===== src/rtl/bcd_div_pkg.sv =====
// Shared types and constants for the two-digit BCD down-counter/divider.
// Also holds the BCD load-value check used by the top block.
package bcd_div_pkg;

  localparam int UNITS_W = 4;
  localparam int TENS_W  = 3;
  localparam int BCD_W   = TENS_W + UNITS_W;

  localparam logic [BCD_W-1:0] DEFAULT_LOAD_C = 7'h79;

  typedef enum logic [1:0] {
    ST_IDLE = 2'd0,
    ST_RUN  = 2'd1,
    ST_DONE = 2'd2
  } state_e;

  // Tens is 3 bits and always in range, so only the units digit needs checking.
  function automatic logic bcd_valid(input logic [BCD_W-1:0] v);
    return v[UNITS_W-1:0] <= 4'd9;
  endfunction

endpackage


===== src/rtl/bcd2_dec.sv =====
// Combinational two-digit BCD decrement with a zero flag.
// At 00 the output is 00; the caller decides what underflow means.
module bcd2_dec
  import bcd_div_pkg::*;
(
  input  logic [BCD_W-1:0] val_i,
  output logic [BCD_W-1:0] dec_o,
  output logic             zero_o
);

  logic [TENS_W-1:0]  tens;
  logic [UNITS_W-1:0] units;

  always_comb begin
    tens   = val_i[BCD_W-1:UNITS_W];
    units  = val_i[UNITS_W-1:0];
    zero_o = (val_i == '0);
    dec_o  = '0;
    if (!zero_o) begin
      if (units != '0) begin
        dec_o = {tens, units - 4'd1};
      end else begin
        dec_o = {tens - 3'd1, 4'd9};
      end
    end
  end

endmodule


===== src/rtl/bcd_down_divider.sv =====
// Loadable two-digit BCD down-counter: periodic divider (auto_reload=1) or
// one-shot timer (auto_reload=0), with a registered borrow pulse on underflow.
module bcd_down_divider
  import bcd_div_pkg::*;
#(
  parameter logic [6:0] DEFAULT_LOAD = DEFAULT_LOAD_C
) (
  input  logic       clk,
  input  logic       Rst,
  input  logic       Bin,
  input  logic       load,
  input  logic [6:0] load_val,
  input  logic       auto_reload,
  input  logic       start,
  input  logic       stop,
  output logic [6:0] count,
  output logic       bout,
  output logic       busy,
  output logic       done,
  output logic       err
);

  state_e     state_q, state_d;
  logic [6:0] count_q, count_d;
  logic [6:0] reload_q, reload_d;
  logic       bout_q, bout_d;
  logic       busy_q, busy_d;
  logic       done_q, done_d;
  logic       err_q, err_d;

  logic [6:0] count_dec;
  logic       count_zero;
  logic       load_ok;

  bcd2_dec u_dec (
    .val_i  (count_q),
    .dec_o  (count_dec),
    .zero_o (count_zero)
  );

  assign load_ok = bcd_valid(load_val);

  always_comb begin
    state_d  = state_q;
    count_d  = count_q;
    reload_d = reload_q;
    bout_d   = 1'b0;
    err_d    = 1'b0;

    if (stop) begin
      if (state_q != ST_IDLE) begin
        state_d = ST_IDLE;
      end
    end else if (start && state_q != ST_RUN) begin
      state_d = ST_RUN;
      if (state_q == ST_DONE) begin
        count_d = reload_q;
      end
      // A load in the same cycle as the start still lands; it overrides the reload.
      if (load) begin
        if (load_ok) begin
          reload_d = load_val;
          count_d  = load_val;
        end else begin
          err_d = 1'b1;
        end
      end
    end else if (state_q == ST_RUN) begin
      if (Bin) begin
        if (count_zero) begin
          bout_d = 1'b1;
          if (auto_reload) begin
            count_d = reload_q;
          end else begin
            count_d = '0;
            state_d = ST_DONE;
          end
        end else begin
          count_d = count_dec;
        end
      end
    end else if (load) begin
      if (load_ok) begin
        reload_d = load_val;
        count_d  = load_val;
      end else begin
        err_d = 1'b1;
      end
    end

    busy_d = (state_d == ST_RUN);
    done_d = (state_d == ST_DONE);
  end

  always_ff @(posedge clk or posedge Rst) begin
    if (Rst) begin
      state_q  <= ST_IDLE;
      count_q  <= DEFAULT_LOAD;
      reload_q <= DEFAULT_LOAD;
      bout_q   <= 1'b0;
      busy_q   <= 1'b0;
      done_q   <= 1'b0;
      err_q    <= 1'b0;
    end else begin
      state_q  <= state_d;
      count_q  <= count_d;
      reload_q <= reload_d;
      bout_q   <= bout_d;
      busy_q   <= busy_d;
      done_q   <= done_d;
      err_q    <= err_d;
    end
  end

  assign count = count_q;
  assign bout  = bout_q;
  assign busy  = busy_q;
  assign done  = done_q;
  assign err   = err_q;

endmodule


===== config.mk =====
export PLATFORM = sky130hd
export DESIGN_NAME = bcd_down_divider
export DESIGN_NICKNAME = d
export VERILOG_FILES = /design/src/rtl/bcd_div_pkg.sv /design/src/rtl/bcd2_dec.sv /design/src/rtl/bcd_down_divider.sv
export SDC_FILE = /design/constraint.sdc
export NUM_CORES = 1
export LEC_CHECK = 0
export ABC_AREA = 1
export BUFFER_PORTS_ARGS = -buffer_cell sky130_fd_sc_hd__buf_2
export CAP_MARGIN = 20
export CORE_AREA = 2 2 63 65
export DETAILED_ROUTE_END_ITERATION = 16
export DIE_AREA = 0 0 65 67
export PLACE_DENSITY = 0.64
export SLEW_MARGIN = 20
export SYNTH_ARGS = -nofsm -noshare
export SYNTH_HDL_FRONTEND = slang
export SYNTH_SLANG_ARGS = --single-unit

===== constraint.sdc =====
create_clock -name clk -period 1.48 [get_ports clk]
set_clock_uncertainty 0.05 [all_clocks]
set_input_delay 0.296 -clock clk [delete_from_list [all_inputs] [get_ports clk]]
set_output_delay 0.296 -clock clk [all_outputs]
set_load 0.01 [all_outputs]

==> run summary <==
CTS sink cnt: 20
part of the Yosys area used for sequential elements: 35.8%
Worst setup endpoint: count[2]$_DFFE_PP0P_
Num CTS Buffers: 3
most frequent cells after synthesis: nand2_1 (75), inv_1 (33), nand3_1 (19)
CTS clk-pin slew, worst paths: 80 ps
CP required: 1600 ps
final slew viol count: 0
r2r worst-path depth: 10
Worst VDD drop: 0.693 mV
top-count cell post-synth: nand2_1
Layout area overhead: 34.4%
Fill cells: 358
leakage: 1.04 nW
Yosys top cell by area: nand2_1
Synth Warn #: 0
dominant synthesized flop cell: dfstp_2
FF+latch area: 514 um^2
GRT overflow: 0
Slew headroom: 81.5%
via count: 1485
Yosys cell types: 26
share of Yosys cell area claimed by the top area cell type: 19.7%
min-delay worst type: in2async
Post-synth ARST share: 100%
Least-Margin Pin Slew: 277 ps
synthesis-stage register bit count: 20
Hold WS: -0.436 ps
Syn Area/Cell: 6.72 um^2
Core ar.: 3610 um^2
Die ar.: 4360 um^2
root buffer cell: clkbuf_8
worst flop-to-flop path endpoint: count[2]$_DFFE_PP0P_
row count: 22
dpl cell area: 1770 um^2
RSZ-0062 raised after global routing: yes
DRT Pass-1 Iters: 4
Worst EP arrival: 1660 ps
wire per inst: 12.2 um
post-layout utilization of the core: 53.3%
Final Cell Area: 1920 um^2
outcome: finished, violations left
Vias/cell: 4.77
Final Setup Violations: 5
Port Buf Inserts: 24
Startpoint Class: flop
Initial Util: 39.7%
CTS H-tree depth: 1
Setup crit end kind: flop
layout cells sized above 1: 37.3%
GP Congestion: 0.883
Net count, final: 280
clock latency on the worst-skew pair: 270 ps
Fmax: 649 MHz
area of the multi-input gates: 842 um^2
r2r setup slk: -60 ps
CTS tree: done
initial antenna violation count: 0
Worst setup startpoint: count[4]$_DFFE_PP1P_
Post-Syn Nets: 229
# hold bufs at CTS: 0
crit-path max FO: 7
failing checks: negative hold slack, negative setup slack
Post-Synthesis Cells: 213
final worst-path cycle share: 104%
final hold vios: 1
largest net degree at the start of global routing: 21
Final HPWL DP: 2.81 mm
min Tclk post-route: 1540 ps
reg-to-reg startpoint: count[4]$_DFFE_PP1P_
Antenna Nets Post-Route: 0
Post-Route WL: 3.79 mm
Post-route DRC: 0
number of synthesized flops with an enable pin: 0
Max Cap Viol: 0
synthesized area: 1430 um^2
GR Util All Layers: 18.9%
die width: 65 um
first-pass GRT wire length: 6.22 mm
DR iter-0 viols: 96
Max Buffers Root-to-Sink: 2
post-route setup slack: -61.9 ps
Synth area leaders: nand2_1 (20%), dfstp_2 (18%), dfrtp_1 (17%), inv_1 (8.7%), nand3_1 (6.6%)
vias in the first global route: 1327
diode count: 0
PD cells: 1160 nW/um^2
type of the worst setup path: reg2reg
io pins: 25
Die H: 67 um
[how the worst min path moves through the flow]
stage | startpoint | endpoint | slack, ps | depth (start not counted)
4_1_cts | Rst | busy$_DFF_PP0_ | 7 | 3
6_report | Rst | busy$_DFF_PP0_ | -0.4 | 3
2_1_floorplan | Rst | bout$_DFF_PP0_ | 200 | 1
3_3_place_gp | Rst | busy$_DFF_PP0_ | 290 | 3
5_1_grt | Rst | busy$_DFF_PP0_ | 10 | 3
3_5_place_dp | Rst | busy$_DFF_PP0_ | 300 | 3
[metrics by stage]
stage	hold slack, ps	worst slack (ps)	setup TNS (ps)	power (mW)	cells
global placement	288	-6.85	-10.2	1.72	301
global route	12.5	-156	-799	2.42	311
floorplan	202	-5.85	-10.1	1.39	213
finish	-0.436	-61.9	-175	2.24	311
detailed placement	296	-34.2	-55.5	1.71	301
CTS	7.17	-43.8	-106	2.19	307
[critical path, stage by stage, from the launching register on]
cell and delay [ps]:
dfstp_2 540, inv_2 50, ha_4 150, ha_4 190
nand2_4 70, buf_4 100, nor2_2 30, nand2_1 60
nand3_2 70, nand2_2 80, a21oi_2 40
[final cells by class]
class / count / share of cell area (%)
Timing Repair Buffer: 48 / 16.3
Multi-Input combinational cell: 155 / 43.8
Clock buffer: 4 / 2.86
Tap cell: 48 / 3.12
Sequential cell: 20 / 26.7
Inverter: 36 / 7.22
[metal layers]
| layer | part of all wire, % | GRT usage [%] |
|---|---|---|
| met1 | 48 | 25.0 |
| met2 | 46 | 31.2 |
| met3 | 4.0 | 2.20 |
| met4 | 1.7 | 7.98 |
| met5 | 0 | 0 |
[cells in the final DEF, fill, tap and decap left out, drive strengths merged]
cell	netlist	final
or2	1	1
clkinv	1	1
dfrtp	10	10
nor2	21	21
nand2	81	81
o21ai	16	16
nand4	2	2
o211ai	1	1
nand3	20	20
and2	1	1
dfstp	10	10
clkbuf	0	4
buf	2	48
a21oi	6	6
ha	2	2
inv	35	35
nor3	2	2
nand3b	2	2
[where the power goes]
group,internal (mW),switching [mW]
clock,0.238,0.198
sequential,0.704,0.0997
combinational,0.443,0.553
total,1.38,0.851
[what timing repair did]
item	CTS	global route
pin swaps	3	11
resized for setup	1	18
gates cloned	0	0
endpoints found under the setup margin	5	11
buffers inserted	2	4
[kinds of logic (layout without fill, tap and decap cells)]
logic type / Yosys count / count (layout) / share of synthesized area (%)
AND/OR/NAND/NOR: 130 / 130 / 42.5
AO/OA/AOI/OAI: 23 / 23 / 9.27
adder cells (fa/ha/maj): 2 / 2 / 1.75
flip-flops: 20 / 20 / 35.8
buffers and inverters: 38 / 88 / 10.7
[flip-flops by register name (all words and copies together), names as in the netlist]
signal    cells
count         7
bout          1
err           1
busy          1
done          1
state_q       2
reload_q      7
Note: power is estimated with default switching activity, not from simulation.
